--- config.mk ---
export PLATFORM = sky130hd
export DESIGN_NAME = serial_add_ctrl
export DESIGN_NICKNAME = d
export VERILOG_FILES = /design/src/rtl/serial_add_pkg.sv /design/src/rtl/full_adder.sv /design/src/rtl/serial_add_ctrl.sv
export SDC_FILE = /design/constraint.sdc
export NUM_CORES = 1
export LEC_CHECK = 0
export ABC_AREA = 0
export CORE_ASPECT_RATIO = 0.9
export CORE_MARGIN = 2
export CORE_UTILIZATION = 45
export CTS_BUF_LIST = sky130_fd_sc_hd__clkbuf_4
export CTS_CLUSTER_SIZE = 25
export DETAILED_ROUTE_END_ITERATION = 8
export GPL_TIMING_DRIVEN = 0
export HOLD_SLACK_MARGIN = 0.12
export PLACE_DENSITY = 0.73
export SETUP_SLACK_MARGIN = 0.5
export SLEW_MARGIN = 20
export SYNTH_ARGS = -nofsm -noshare
export SYNTH_HDL_FRONTEND = slang
export SYNTH_SLANG_ARGS = --single-unit
--- constraint.sdc ---
create_clock -name clk -period 4.44 [get_ports clk]
set_clock_uncertainty 0.05 [all_clocks]
set_input_delay 0.666 -clock clk [delete_from_list [all_inputs] [get_ports clk]]
set_output_delay 0.666 -clock clk [all_outputs]
set_load 0.005 [all_outputs]
--- src/rtl/serial_add_pkg.sv ---
// Shared encodings for the bit-serial add/subtract controller.
package serial_add_pkg;

  localparam logic [1:0] ST_IDLE = 2'd0;
  localparam logic [1:0] ST_LOAD = 2'd1;
  localparam logic [1:0] ST_ADD  = 2'd2;
  localparam logic [1:0] ST_DONE = 2'd3;

  localparam logic OP_ADD = 1'b0;
  localparam logic OP_SUB = 1'b1;

  typedef enum logic [1:0] {
    S_IDLE = ST_IDLE,
    S_LOAD = ST_LOAD,
    S_ADD  = ST_ADD,
    S_DONE = ST_DONE
  } state_e;

endpackage

--- src/rtl/full_adder.sv ---
// One-bit full adder cell, reused every cycle as the serial datapath slice.
module full_adder (
  input  logic A,
  input  logic B,
  input  logic Cin,
  output logic Cout,
  output logic S
);

  assign S    = A ^ B ^ Cin;
  assign Cout = (A & B) | (Cin & (A ^ B));

endmodule

--- src/rtl/serial_add_ctrl.sv ---
// Bit-serial add/subtract: one full_adder processes one bit pair per clock,
// LSB first, with the carry held in a flip-flop between cycles.
module serial_add_ctrl
  import serial_add_pkg::*;
#(
  parameter int W = 4
) (
  input  logic         clk,
  input  logic         rst_n,
  input  logic         start,
  input  logic         op_sub,
  input  logic [W-1:0] a,
  input  logic [W-1:0] b,
  output logic         busy,
  output logic         done,
  output logic [W-1:0] sum,
  output logic         cout,
  output logic         ovf,
  output logic [1:0]   dbg_state
);

  localparam int CNT_W = $clog2(W) + 1;
  localparam logic [CNT_W-1:0] LAST_BIT = CNT_W'(W - 1);

  // Handshake: start is taken only in IDLE (ignored, not queued, otherwise);
  // done pulses for one cycle and sum/cout/ovf then hold until the next
  // accepted start.
  state_e             state_q;
  logic [W-1:0]       opa_q;
  logic [W-1:0]       opb_q;
  logic               carry_q;
  logic [CNT_W-1:0]   cnt_q;
  logic [W-1:0]       sum_q;
  logic               busy_q;
  logic               done_q;
  logic               cout_q;
  logic               ovf_q;

  logic               fa_s;
  logic               fa_cout;

  full_adder u_fa (
    .A    (opa_q[0]),
    .B    (opb_q[0]),
    .Cin  (carry_q),
    .Cout (fa_cout),
    .S    (fa_s)
  );

  always_ff @(posedge clk) begin
    if (!rst_n) begin
      state_q <= S_IDLE;
      opa_q   <= '0;
      opb_q   <= '0;
      carry_q <= 1'b0;
      cnt_q   <= '0;
      sum_q   <= '0;
      busy_q  <= 1'b0;
      done_q  <= 1'b0;
      cout_q  <= 1'b0;
      ovf_q   <= 1'b0;
    end else begin
      done_q <= 1'b0;
      unique case (state_q)
        S_IDLE: begin
          if (start) begin
            // Subtraction is a + ~b + 1: invert B and seed the carry.
            opa_q   <= a;
            opb_q   <= b ^ {W{op_sub == OP_SUB}};
            carry_q <= (op_sub != OP_ADD);
            cnt_q   <= '0;
            busy_q  <= 1'b1;
            state_q <= S_LOAD;
          end
        end
        S_LOAD: begin
          sum_q   <= '0;
          state_q <= S_ADD;
        end
        S_ADD: begin
          carry_q <= fa_cout;
          sum_q   <= {fa_s, sum_q[W-1:1]};
          opa_q   <= {1'b0, opa_q[W-1:1]};
          opb_q   <= {1'b0, opb_q[W-1:1]};
          cnt_q   <= cnt_q + CNT_W'(1);
          if (cnt_q == LAST_BIT) begin
            // carry_q is the carry into the MSB here; flags are captured on
            // the final bit so they are valid together with done.
            cout_q  <= fa_cout;
            ovf_q   <= carry_q ^ fa_cout;
            busy_q  <= 1'b0;
            done_q  <= 1'b1;
            state_q <= S_DONE;
          end
        end
        S_DONE: begin
          state_q <= S_IDLE;
        end
        default: begin
          state_q <= S_IDLE;
        end
      endcase
    end
  end

  assign busy      = busy_q;
  assign done      = done_q;
  assign sum       = sum_q;
  assign cout      = cout_q;
  assign ovf       = ovf_q;
  assign dbg_state = state_q;

endmodule

==> results.sh <==
export IMPL_status="completed"
export IMPL_syn2layout_area_growth_pct=22.0
export IMPL_final_hold_viol_count=0
export IMPL_worstSkewPairLatency_ps=300
export IMPL_critical_path_top_delay_family="buffers and inverters"
export IMPL_cts_buffers=3
export IMPL_syn_nets=139
export IMPL_syn_area_um2=1170
export IMPL_ir_drop_v=0.000407
export IMPL_ys_ff_latch=22
export IMPL_grt_overflow=0
export IMPL_firstDrtPassIters=4
export IMPL_crit_chain="clkdlybuf4s50_1"
export IMPL_drive_gt1_frac=0.189
export IMPL_die_w_um=57.8
export IMPL_p_seq_frac=0.351
export IMPL_slew_headroom=0.662
export IMPL_ctsResizeCount=0
export IMPL_wl_per_cell_um=13.9
export IMPL_yosysSeqAreaShare=0.375
export IMPL_crit_type="reg2out"
export IMPL_htreeDepth=1
export IMPL_antennaDiodeCount=0
export IMPL_ys_warn_count=0
export IMPL_pre_cts_slack_ps=2300
export IMPL_grt_max_degree=12
export IMPL_clkTransAtPathRegs_ps=110
export IMPL_fp_row_count=17
export IMPL_hp_class="reg2reg"
export IMPL_post_cts_buffers=0
export IMPL_tritoncts="done"
export IMPL_grt_pass1_vias=922
export IMPL_synth_cells=120
export IMPL_drc=0
export IMPL_grt_setup_unrepaired="no"
export IMPL_antenna_left=0
export IMPL_cp_slowest_cell="clkdlybuf4s50_1"
export IMPL_cts_root_buf="clkbuf_4"
export IMPL_yosysUniqueCellTypes=34
export IMPL_setup_viol=0
export IMPL_die_height_um=52.5
export IMPL_pin_count=22
export IMPL_p_clk_frac=0.113
export IMPL_cts_buffer_depth=2
export IMPL_track_usage=0.175
export IMPL_switching_power_mw=0.302
export IMPL_fmax_mhz=522
export IMPL_setup_slack_ps=2530
export IMPL_required_ps=3720
export IMPL_path_max_fanout=4
export IMPL_vias_per_cell=5.28
export IMPL_crit_arrival_ps=1200
export IMPL_critPathLaunchType="flip-flop"
export IMPL_max_slew_worst_pin_slew_ps=507
export IMPL_cts_sinks=22
export IMPL_p_leak_nw=0.511
export IMPL_ctsHoldBuffers=0
export IMPL_crit_path_max_incr_delay_ps=520
export IMPL_power_internal_mw=0.466
export IMPL_wl_um=2370
export IMPL_die_area_um2=3030
export IMPL_syn_area_per_cell_um2=9.78
export IMPL_layout_min_cycle_time_ps=1910
export IMPL_hpwl_um=1790
export IMPL_end_kind="primary output"
export IMPL_place_congestion=0.748
export IMPL_io_buffer_count=20
export IMPL_combPwrFrac=0.537
export IMPL_final_nets=164
export IMPL_cap_violations=0
export IMPL_finalMaxSlewViolations=0
export IMPL_core_um2=2470
export IMPL_switching_share=0.393
export IMPL_antenna_found_initial=0
export IMPL_fin_tns_setup_ps=0
export IMPL_cp_num_buf_inv=1
export IMPL_grt_first_pass_wirelength_um=4060
export IMPL_initial_core_util=0.476
export IMPL_p_per_area_nw_per_um2=537
export IMPL_vias=903
export IMPL_finalCritPeriodShare=0.431
export IMPL_drt_iter0_drc=17
==> power by group through the flow <==
stage               Combinational (mW)  Sequential (mW)  Clock (mW)
floorplan                        0.316            0.269           0
global placement                 0.400            0.271           0
detailed placement               0.412            0.274           0
CTS                              0.415            0.270      0.0900
global route                     0.458            0.275      0.0970
finish                           0.412            0.269      0.0866
==> cell type report <==
| class | count | area, um^2 |
|---|---|---|
| timing repair buffer | 20 | 200 |
| clock buffer | 3 | 22.5 |
| fill | 226 | 1040 |
| sequential | 22 | 440 |
| multi-input combinational | 83 | 653 |
| buffer | 7 | 50.0 |
| inverter | 8 | 30.0 |
| tap | 28 | 35.0 |
==> path summary, 6_finish.rpt <==
path | slack, ps | to | cells after the start | from
worst max-delay path | 2530 | dbg_state[1] | 1 | dbg_state[1]$_SDFFE_PN0P_
worst min-delay path | 410 | opb_q[1]$_SDFFE_PN0P_ | 2 | opb_q[1]$_SDFFE_PN0P_
worst max register to register | 2890 | opa_q[0]$_SDFFE_PN0P_ | 6 | dbg_state[0]$_SDFFE_PN0P_
worst min register to register | 410 | opb_q[1]$_SDFFE_PN0P_ | 2 | opb_q[1]$_SDFFE_PN0P_
==> metal layers <==
metal,vias to the layer above,routed length [um],track usage,part of all wire
li1,461,-,-,-
met1,426,1130,0.218,0.48
met2,12,1150,0.295,0.49
met3,4,67,0.0370,0.028
met4,0,23,0.0659,0.0097
met5,-,0,0,0
==> Yosys cell counts (all sizes together) <==
| library cell | instances | area share |
|---|---|---|
| nand3b | 3 | 0.019 |
| o21a | 1 | 0.0064 |
| buf | 4 | 0.032 |
| o21ai | 2 | 0.0085 |
| nand2b | 8 | 0.043 |
| clkbuf | 3 | 0.011 |
| dfxtp | 22 | 0.38 |
| a21boi | 1 | 0.0064 |
| xnor2 | 1 | 0.0075 |
| ha | 6 | 0.064 |
| xor2 | 4 | 0.030 |
| nand4b | 2 | 0.015 |
| and3 | 1 | 0.0053 |
| a311oi | 1 | 0.013 |
| a32oi | 2 | 0.015 |
| nand3 | 4 | 0.017 |
| o211ai | 4 | 0.043 |
| a21oi | 15 | 0.080 |
| a211oi | 3 | 0.032 |
| nor2b | 1 | 0.0053 |
| nor2 | 6 | 0.026 |
| and2b | 1 | 0.0064 |
| fa | 1 | 0.017 |
| mux2i | 4 | 0.045 |
| o311a | 1 | 0.0085 |
| mux2 | 1 | 0.013 |
| nand2 | 10 | 0.032 |
| inv | 8 | 0.026 |
==> cells by family after synthesis <==
group | synth area share
mux | 0.0576
flops | 0.375
compound gates | 0.212
xor+xnor | 0.0373
buf+inv | 0.0682
simple gates | 0.168
fa+ha+maj | 0.0810
==> stage by stage <==
step | total power, mW | util | instance area [um^2] | cells | hold slack [ps]
CTS | 0.774 | 0.580 | 1430 | 171 | 414
global placement | 0.671 | 0.571 | 1410 | 168 | 386
finish | 0.768 | 0.580 | 1430 | 171 | 414
global route | 0.831 | 0.580 | 1430 | 171 | 442
detailed placement | 0.687 | 0.571 | 1410 | 168 | 397
floorplan | 0.584 | - | 1170 | 120 | 377
==> registers in the layout, summed over array words and instances, names as in the netlist <==
signal and flops:
done 1, dbg_state 2, opb_q 4, sum 4, carry_q 1, opa_q 4, cout 1, ovf 1
cnt_q 3, busy 1
==> layout by cell type (no fill, tap or decap), types with 2 or more instances in the layout <==
master,instances
o211ai_2,4
clkdlybuf4s50_1,20
clkbuf_4,3
a21oi_1,10
nand3b_1,3
mux2i_1,3
nor2_2,3
a21oi_2,5
buf_6,2
o21ai_1,2
xor2_1,4
a211oi_2,3
a32oi_1,2
buf_4,2
nand2b_1,8
nand3_1,4
nor2_1,3
nand2_1,10
inv_1,7
nand4b_1,2
ha_1,6
clkbuf_1,2
dfxtp_1,22
No activity file was read; power rests on OpenSTA's default activity.
